$ cat src/rtl/axi_wr_slave_mem.sv
// AXI3 write responder: AW FIFO, in-order burst engine, SRAM write port, B reg.
// Ports: AXI AW/W/B slave, mem_we/addr/wdata/wstrb, slv_busy, burst_cnt.
module axi_wr_slave_mem #(
    parameter int AXI_IDW      = 4,
    parameter int AXI_DATA_WID = 256,
    parameter int AXI_STRBW    = AXI_DATA_WID / 8,
    parameter int MEM_AW       = 10,
    parameter int AW_DEPTH     = 4
) (
    input  logic                    aclk,
    input  logic                    aresetn,
    input  logic                    i_awvalid,
    input  logic [AXI_IDW-1:0]      i_awid,
    input  logic [31:0]             i_awaddr,
    input  logic [3:0]              i_awlen,
    input  logic [2:0]              i_awsize,
    input  logic [1:0]              i_awburst,
    output logic                    o_awready,
    input  logic                    i_wvalid,
    input  logic [AXI_IDW-1:0]      i_wid,
    input  logic [AXI_DATA_WID-1:0] i_wdata,
    input  logic [AXI_STRBW-1:0]    i_wstrb,
    input  logic                    i_wlast,
    output logic                    o_wready,
    output logic                    o_bvalid,
    output logic [AXI_IDW-1:0]      o_bid,
    output logic [1:0]              o_bresp,
    input  logic                    i_bready,
    output logic                    mem_we,
    output logic [MEM_AW-1:0]       mem_addr,
    output logic [AXI_DATA_WID-1:0] mem_wdata,
    output logic [AXI_STRBW-1:0]    mem_wstrb,
    output logic                    slv_busy,
    output logic [15:0]             burst_cnt
);

    localparam int OFFW = $clog2(AXI_STRBW);
    localparam int AW_W = MEM_AW + OFFW;
    localparam int PW   = $clog2(AW_DEPTH);
    localparam int CW   = PW + 1;

    typedef struct packed {
        logic [AXI_IDW-1:0] id;
        logic [AW_W-1:0]    addr;
        logic [3:0]         len;
        logic [2:0]         size;
        logic [1:0]         burst;
    } aw_ent_t;

    typedef enum logic {
        S_IDLE = 1'b0,
        S_DATA = 1'b1
    } state_t;

    // Upper address bits are beyond the memory and carry no meaning here.
    logic unused_addr_bits;
    assign unused_addr_bits = ^i_awaddr[31:AW_W];

    aw_ent_t       fifo_mem [AW_DEPTH];
    aw_ent_t       head;
    logic [PW-1:0] wr_ptr_q;
    logic [PW-1:0] rd_ptr_q;
    logic [CW-1:0] cnt_q;
    logic [CW-1:0] cnt_d;
    logic          awready_q;
    logic          aw_push;
    logic          aw_pop;
    logic          fifo_empty;

    state_t             state_q;
    state_t             state_d;
    logic [AXI_IDW-1:0] b_id_q;
    logic [MEM_AW-1:0]  b_addr_q;
    logic [3:0]         b_len_q;
    logic [3:0]         beat_cnt_q;
    logic               cfg_err_q;
    logic               beat_err_q;
    logic               beat_is_last;
    logic               beat_bad;
    logic               w_hs;
    logic               wr_ok;
    logic               load_b;
    logic               head_err;

    logic                    mem_we_q;
    logic [MEM_AW-1:0]       mem_addr_q;
    logic [AXI_DATA_WID-1:0] mem_wdata_q;
    logic [AXI_STRBW-1:0]    mem_wstrb_q;
    logic                    bvalid_q;
    logic [AXI_IDW-1:0]      bid_q;
    logic [1:0]              bresp_q;
    logic [15:0]             bcnt_q;

    assign fifo_empty = (cnt_q == '0);
    assign aw_push    = i_awvalid & awready_q;
    assign head       = fifo_mem[rd_ptr_q];
    assign cnt_d      = cnt_q + CW'(aw_push) - CW'(aw_pop);

    always_ff @(posedge aclk) begin
        if (aw_push) begin
            fifo_mem[wr_ptr_q] <= '{id: i_awid, addr: i_awaddr[AW_W-1:0],
                                    len: i_awlen, size: i_awsize,
                                    burst: i_awburst};
        end
    end

    // Ready is the registered complement of next-cycle fullness.
    always_ff @(posedge aclk or negedge aresetn) begin
        if (!aresetn) begin
            wr_ptr_q  <= '0;
            rd_ptr_q  <= '0;
            cnt_q     <= '0;
            awready_q <= 1'b0;
        end else begin
            if (aw_push) wr_ptr_q <= wr_ptr_q + PW'(1);
            if (aw_pop)  rd_ptr_q <= rd_ptr_q + PW'(1);
            cnt_q     <= cnt_d;
            awready_q <= (cnt_d != CW'(AW_DEPTH));
        end
    end

    assign head_err = (head.size != 3'(OFFW)) ||
                      (head.burst != 2'b01) ||
                      (head.addr[OFFW-1:0] != '0);

    assign beat_is_last = (beat_cnt_q == b_len_q);
    assign o_wready     = (state_q == S_DATA) &&
                          !(beat_is_last && bvalid_q && !i_bready);
    assign w_hs         = i_wvalid & o_wready;
    assign beat_bad     = (i_wid != b_id_q) || (i_wlast != beat_is_last);
    assign wr_ok        = !(cfg_err_q || beat_err_q || beat_bad) &&
                          (|i_wstrb);
    assign load_b       = w_hs & beat_is_last;

    always_comb begin
        state_d = state_q;
        aw_pop  = 1'b0;
        unique case (state_q)
            S_IDLE: begin
                if (!fifo_empty) begin
                    aw_pop  = 1'b1;
                    state_d = S_DATA;
                end
            end
            S_DATA: begin
                if (load_b) state_d = S_IDLE;
            end
        endcase
    end

    always_ff @(posedge aclk or negedge aresetn) begin
        if (!aresetn) begin
            state_q    <= S_IDLE;
            b_id_q     <= '0;
            b_addr_q   <= '0;
            b_len_q    <= '0;
            beat_cnt_q <= '0;
            cfg_err_q  <= 1'b0;
            beat_err_q <= 1'b0;
        end else begin
            state_q <= state_d;
            if (aw_pop) begin
                b_id_q     <= head.id;
                b_addr_q   <= head.addr[AW_W-1:OFFW];
                b_len_q    <= head.len;
                beat_cnt_q <= '0;
                cfg_err_q  <= head_err;
                beat_err_q <= 1'b0;
            end else if (w_hs) begin
                beat_cnt_q <= beat_cnt_q + 4'd1;
                b_addr_q   <= b_addr_q + MEM_AW'(1);
                if (beat_bad) beat_err_q <= 1'b1;
            end
        end
    end

    // Data/strobe hold their last written value while mem_we is low.
    always_ff @(posedge aclk or negedge aresetn) begin
        if (!aresetn) begin
            mem_we_q    <= 1'b0;
            mem_addr_q  <= '0;
            mem_wdata_q <= '0;
            mem_wstrb_q <= '0;
        end else begin
            mem_we_q <= w_hs & wr_ok;
            if (w_hs && wr_ok) begin
                mem_addr_q  <= b_addr_q;
                mem_wdata_q <= i_wdata;
                mem_wstrb_q <= i_wstrb;
            end
        end
    end

    // A new load wins over a same-cycle drain, so no bubble appears.
    always_ff @(posedge aclk or negedge aresetn) begin
        if (!aresetn) begin
            bvalid_q <= 1'b0;
            bid_q    <= '0;
            bresp_q  <= '0;
            bcnt_q   <= '0;
        end else begin
            if (load_b) begin
                bvalid_q <= 1'b1;
                bid_q    <= b_id_q;
                bresp_q  <= (cfg_err_q || beat_err_q || beat_bad) ?
                            2'b10 : 2'b00;
            end else if (i_bready) begin
                bvalid_q <= 1'b0;
            end
            if (bvalid_q && i_bready) bcnt_q <= bcnt_q + 16'd1;
        end
    end

    assign o_awready = awready_q;
    assign o_bvalid  = bvalid_q;
    assign o_bid     = bid_q;
    assign o_bresp   = bresp_q;
    assign mem_we    = mem_we_q;
    assign mem_addr  = mem_addr_q;
    assign mem_wdata = mem_wdata_q;
    assign mem_wstrb = mem_wstrb_q;
    assign burst_cnt = bcnt_q;
    assign slv_busy  = !fifo_empty || (state_q == S_DATA) || bvalid_q;

endmodule
$ cat config.mk
export PLATFORM = sky130hd
export DESIGN_NAME = axi_wr_slave_mem
export DESIGN_NICKNAME = d
export VERILOG_FILES = /design/src/rtl/axi_wr_slave_mem.sv
export SDC_FILE = /design/constraint.sdc
export NUM_CORES = 1
export LEC_CHECK = 0
export BUFFER_PORTS_ARGS = -buffer_cell sky130_fd_sc_hd__buf_2
export CAP_MARGIN = 20
export CORE_AREA = 2 2 259 261
export CTS_CLUSTER_SIZE = 30
export DETAILED_ROUTE_END_ITERATION = 6
export DIE_AREA = 0 0 261 263
export GPL_ROUTABILITY_DRIVEN = 0
export SLEW_MARGIN = 20
export SYNTH_ARGS = -nofsm -noshare
export SYNTH_HDL_FRONTEND = slang
export SYNTH_SLANG_ARGS = --single-unit
$ cat constraint.sdc
create_clock -name aclk -period 4.2 [get_ports aclk]
set_input_delay 0.21 -clock aclk [delete_from_list [all_inputs] [get_ports aclk]]
set_output_delay 0.21 -clock aclk [all_outputs]
set_load 0.05 [all_outputs]
==> results.toml, run 1 <==
[drt]
dr.pass1.iters = 5
wire_per_inst_um = 22.3
via_per_inst = 4.37
routed_wl_um = 66100
drtIter0Drc = 675
drc = 0
ant_nets = 0
vias = 13000

[logic_synthesis]
synth_top_family_by_area = "multiplexers"
synth.distinct_cells = 41
synth_xor_area_share_pct = 1.75
synth_top_cells_by_area = "dfrtp_1, edfxtp_1, mux2_2, mux2_4, mux4_2"
synth_top_area_share_pct = 49.0
syn-num-nets = 1405
synthFlopType = "dfrtp_1"
syn-cell-area_sq_mm = 0.0181
syn_inst = 1053
synth_edf_count = 112
ys_seq_elements = 466
syn_area_per_cell_sq_um = 17.2
yosysWarnings = 0
async_flop_share_pct = 76.0
synth_fa_ha_area_share_pct = 0.665
yosys.area_share.simple_pct = 3.84
synth_mux_area_share_pct = 23.3
ys_seq_area_share_pct = 67.6
synth_compound_area_share_pct = 0.983
yosysTopAreaCell = "dfrtp_1"

[final_layout]
final_cell_mix = "buf_2, dfrtp_1, dlygate4sd3_1"
utilization_pct = 41.5
final_cells = 2962
layout_commonest_cell = "buf_2"
syn2layout_area_growth_pct = 50.8
drive_gt1_share_pct = 51.2
nNetsFinal = 2396

[timing]
period_minus_slack_ns = 3.19
tns_ns = 0
timing.slew.headroom_pct = 32.4
fmaxAchievable_mhz = 314
drv_slew = 0
hold_viol = 0
setup-violations-final = 0
finalCritPeriodShare_pct = 75.9
setup_slack_ns = 1.01
tightest_slew_ns = 1.01
skew_ns = 0.0167
grt_setup_unrepaired = "false"

[power]
power_uw = 16400
peakVddDrop_mv = 0.367
total_leakage_power_uw = 0.0136
cellPowerDensity_mw_per_mm2 = 602

[cts]
cts_tree = "yes"
cts_resized = 0
clk-insertion-delay-late_ns = 0.60
cts_sinks = 466
clockBufferDepth = 3
htree_levels = 2
cts-buffers-inserted = 52
path_clk_slew_ns = 0.06
root_buffer = "clkbuf_16"
cts_setup_buffers = 0

[global_route]
grt-ovfl-total = 0
antenna_found_initial = 20
grt_pass1_wl_um = 94100
grt_usage_pct = 18.6
grt_max_degree = 111
grt_pass1_vias = 14100

[setup_path]
r2r_end = "mem_wdata[193]"
max_stage_delay_ns = 0.55
path_buf_inv = 2
critical-path-top-delay-family = "simple AND/OR/NAND/NOR gates"
crit_chain = "xor2_1, nor4_4, xor2_1, nor4_2, buf_12, buf_12, mux2_2"
crit_slowest_cell = "nor4_4"
crit_arrival_ns = 3.66
critPathLaunchType = "register"
endpoint_kind = "register"
cp.required_ns = 4.68
r2r_start = "beat_cnt_q[0]"
path_class = "reg2reg"
r2r_cells = 7
cp_max_fo = 74
ff2ff_setup_slack_ns = 1.01

[run_status]
outcome = "finished clean"

[place]
placedCellCount = 2536
pre_cts_ws_ns = 1.01
dpl.hpwl_um = 48400
io_buffer_count = 649

[floorplanning]
dieArea_sq_mm = 0.0686
die_y_um = 263
ios = 668
initial_core_util_pct = 27.5
fp.coreArea_sq_mm = 0.0656
rows = 94
die_width_um = 261

[flow_run]
drv_cap = 0

[worst_hold_path]
whs_path_depth = 3
min_from = "i_bready"
hold_path_end = "o_bvalid"
hp-class = "in2reg"
[Yosys cell counts, types with 3 or more instances]
master    instances
ha_1              8
mux2_1            6
buf_1             3
nand4_1          11
buf_2            19
edfxtp_1        112
and3_1           10
nor4_1           10
buf_6            13
xor2_1           10
a31oi_1           6
dfrtp_1         354
inv_1             8
o21ai_0          10
a211oi_1          4
nor2_1           15
xnor2_1          26
or3_1             6
nor4b_1           4
mux4_2           18
mux2_4          100
a21oi_1           7
nand3_1          12
nand2_1          49
nor3_1            6
clkbuf_1         11
mux2_2          198
[sequential cells by signal, indices dropped and copies added, names as in the netlist, 2 cells and up]
| name | flops |
|---|---|
| fifo_mem | 112 |
| beat_cnt_q | 4 |
| b_addr_q | 10 |
| b_id_q | 4 |
| cnt_q | 3 |
| rd_ptr_q | 2 |
| mem_wstrb | 32 |
| o_bid | 4 |
| mem_wdata | 256 |
| b_len_q | 4 |
| mem_addr | 10 |
| burst_cnt | 16 |
| wr_ptr_q | 2 |
[layout make-up]
class                      instances  area [sq um]
clock buffer                      69          1450
multi-input combinational        532          5520
clock inverter                    29           256
tap                              864          1080
inverter                           8          30.0
antenna                           10          25.0
timing repair buffer             984          6670
fill                            5951         38400
sequential                       466         12200
[worst min-delay path, stage by stage]
cell and delay [ns]:
buf_2 0.18, nand2b_1 0.15, nand2_1 0.05
[worst max-delay path by stage]
stage	from	to	slack (ns)	depth (start not counted)
after floorplan	beat_cnt_q[0]	mem_wdata[100]	1.70	8
after global placement	beat_cnt_q[0]	mem_wdata[191]	1.08	7
after detailed placement	beat_cnt_q[0]	mem_wdata[193]	1.01	7
after CTS	beat_cnt_q[0]	mem_wdata[193]	0.98	7
after global routing	beat_cnt_q[0]	mem_wdata[248]	0.76	7
final	beat_cnt_q[0]	mem_wdata[193]	1.01	7
[report_power, final]
part | leakage (uW) | internal, uW | total [uW] | switching, uW
logic | 0.00688 | 1770 | 5630 | 3850
clock network | 0.000830 | 2570 | 4500 | 1930
registers | 0.00586 | 5660 | 6290 | 635
total | 0.0136 | 10000 | 16400 | 6420
[kinds of logic (layout without fill, tap and decap cells)]
| family | count (synthesis) | in the layout |
|---|---|---|
| compound gates | 30 | 30 |
| xor+xnor | 36 | 36 |
| fa+ha+maj | 9 | 9 |
| buf+inv | 55 | 1090 |
| flops | 466 | 466 |
| mux | 322 | 322 |
| other cells | 1 | 11 |
| simple gates | 134 | 134 |
[repair_timing]
item,in CTS,in global routing
endpoints found under the setup margin,0,0
hold endpoints to repair,490,0
hold buffers,318,0
[metal layers]
layer | wire (um) | vias up | global-route usage (%)
met5 | 122 | - | 0
met1 | 25200 | 6466 | 21.1
li1 | - | 5831 | -
met4 | 4570 | 16 | 11.9
met3 | 6190 | 144 | 7.15
met2 | 30000 | 497 | 29.3
[per-stage QoR]
| step | hold slack [ns] | cell area [sq um] |
|---|---|---|
| 2_1_floorplan | -0.0856 | 18100 |
| 6_report | 0.0382 | 27200 |
| 4_1_cts | 0.000546 | 27200 |
| 5_1_grt | 0.0160 | 27200 |
| 3_5_place_dp | 0.300 | 22300 |
| 3_3_place_gp | 0.290 | 22300 |
Power figures use the tool's default switching activity.
==> run 2: changes to the inputs <==
--- a/config.mk
+++ b/config.mk
@@ -7,10 +7,10 @@
 export LEC_CHECK = 0
 export BUFFER_PORTS_ARGS = -buffer_cell sky130_fd_sc_hd__buf_2
 export CAP_MARGIN = 20
-export CORE_AREA = 2 2 259 261
+export CORE_AREA = 2 2 257 259
 export CTS_CLUSTER_SIZE = 30
 export DETAILED_ROUTE_END_ITERATION = 6
-export DIE_AREA = 0 0 261 263
+export DIE_AREA = 0 0 259 261
 export GPL_ROUTABILITY_DRIVEN = 0
 export SLEW_MARGIN = 20
 export SYNTH_ARGS = -nofsm -noshare
==> constraint.sdc (replaced) <==
create_clock -name aclk -period 2.81 [get_ports aclk]
set_input_delay 0.1405 -clock aclk [delete_from_list [all_inputs] [get_ports aclk]]
set_output_delay 0.1405 -clock aclk [all_outputs]
set_load 0.05 [all_outputs]
==> results.toml, run 2 (same netlist as run 1, synthesis figures left out) <==
[floorplanning]
die_y_um = 261
fp.coreArea_sq_mm = 0.0650
ios = 668
initial_core_util_pct = 27.8
die_width_um = 259
rows = 94
dieArea_sq_mm = 0.0676

[cts]
cts_tree = "yes"
postCtsHoldBufs = 319
cts-buffers-inserted = 52
cts_sinks = 466
htree_levels = 2
clockBufferDepth = 3
root_buffer = "clkbuf_16"
cts_setup_buffers = 0
cts_resized = 0
clk-insertion-delay-late_ns = 0.59
path_clk_slew_ns = 0.06

[power]
peakVddDrop_mv = 0.578
cellPowerDensity_mw_per_mm2 = 901
total_leakage_power_uw = 0.0137

[drt]
vias = 13000
routed_wl_um = 64800
dr.pass1.iters = 6
ant_nets = 0
drc = 0
via_per_inst = 4.36
wire_per_inst_um = 21.8
drtIter0Drc = 810

[setup_path]
crit_arrival_ns = 3.03
path_class = "reg2reg"
cp_max_fo = 40
cp.required_ns = 3.27
critPathLaunchType = "register"
endpoint_kind = "register"
ff2ff_setup_slack_ns = 0.24

[final_layout]
syn2layout_area_growth_pct = 52.4
nNetsFinal = 2417
layout_commonest_cell = "buf_2"
drive_gt1_share_pct = 51.9
largest_reg_flops = 256
final_cell_mix = "buf_2, dfrtp_1, dlygate4sd3_1"

[timing]
setup-violations-final = 0
period_minus_slack_ns = 2.57
tns_ns = 0
finalCritPeriodShare_pct = 91.6
drv_slew = 0
hold_viol = 0
skew_ns = 0.0241
timing.slew.headroom_pct = 59.9
tightest_slew_ns = 0.602
fmaxAchievable_mhz = 389
grt_setup_unrepaired = "false"
setup_slack_ns = 0.237

[global_route]
antenna_found_initial = 16
grt_max_degree = 72
grt_pass1_wl_um = 91400
grt_pass1_vias = 14000
grt_usage_pct = 18.3
met2_usage_pct = 28.9
grt.met1_usage_pct = 21.0
use_met3_pct = 8.05
grt-busiest-layer = "met2"
grt-ovfl-total = 0

[place]
pre_cts_ws_ns = 0.186
dpl.hpwl_um = 47400
io_buffer_count = 649

[worst_hold_path]
hp-class = "in2reg"

[run_status]
outcome = "finished clean"

[flow_run]
drv_cap = 0
## run 2: cell count changes in the layout (fill, tap and decap cells not counted)
cell,previous run,this run
buf_4,9,23
buf_12,8,14
clkbuf_8,8,3
clkinvlp_4,4,8
diode_2,10,6
bufinv_16,2,5
clkbuf_1,9,6
inv_8,0,3
clkbuf_16,52,53
clkinv_1,4,3
clkinv_8,1,0
dlygate4sd3_1,318,319
inv_16,1,0
## run 2: area by class of cell
type	count	area [sq um]
clock buffer	62	1390
timing repair buffer	1005	6900
sequential	466	12200
inverter	8	30.0
fill	5850	37500
clock inverter	36	370
antenna	6	15.0
tap	864	1080
multi-input combinational	532	5520
## run 2: power breakdown
part	internal [uW]	total [uW]	leakage, uW	switching (uW)
Combinational	2700	8560	0.00700	5870
Clock	4040	6950	0.000846	2910
Sequential	8460	9300	0.00586	841
Total	15200	24800	0.0137	9610
## run 2: metrics by stage
stage	hold WS [ns]	utilization (%)	total power [uW]	std cells	instance area, sq um
floorplan	-0.155	-	14900	1053	18100
global placement	0.163	34.7	17500	2556	22600
detailed placement	0.165	34.7	17600	2556	22600
CTS	0.0304	42.3	25100	2973	27500
global route	0.0911	42.3	25900	2977	27500
finish	0.0894	42.3	24800	2979	27500
## run 2: final timing paths
check                              startpoint              to  cells past startpoint
worst min-delay path                  i_wlast      beat_err_q                      4
max in group asynchronous             aresetn  mem_wdata[251]                      3
worst max register to register      b_id_q[2]  mem_wdata[202]                      8
worst min register to register  burst_cnt[15]   burst_cnt[15]                      1
worst max-delay path                b_id_q[2]  mem_wdata[202]                      8
min in group asynchronous             aresetn  mem_wdata[182]                      2
## run 2: worst max-delay path: stages, from the launching register on
cell and delay [ns]:
dfrtp_1 0.41, xnor2_1 0.18, nand4_1 0.21, or3_1 0.40, nor4_2 0.22, buf_4 0.18
buf_12 0.17, buf_12 0.25, mux2_2 0.37
## run 2: routing by layer
metal / part of all wire (%) / routed length [um]
met5: 0.085 / 55
met4: 5.1 / 3330
met3: 10 / 6690
met2: 46 / 30000
met1: 38 / 24700
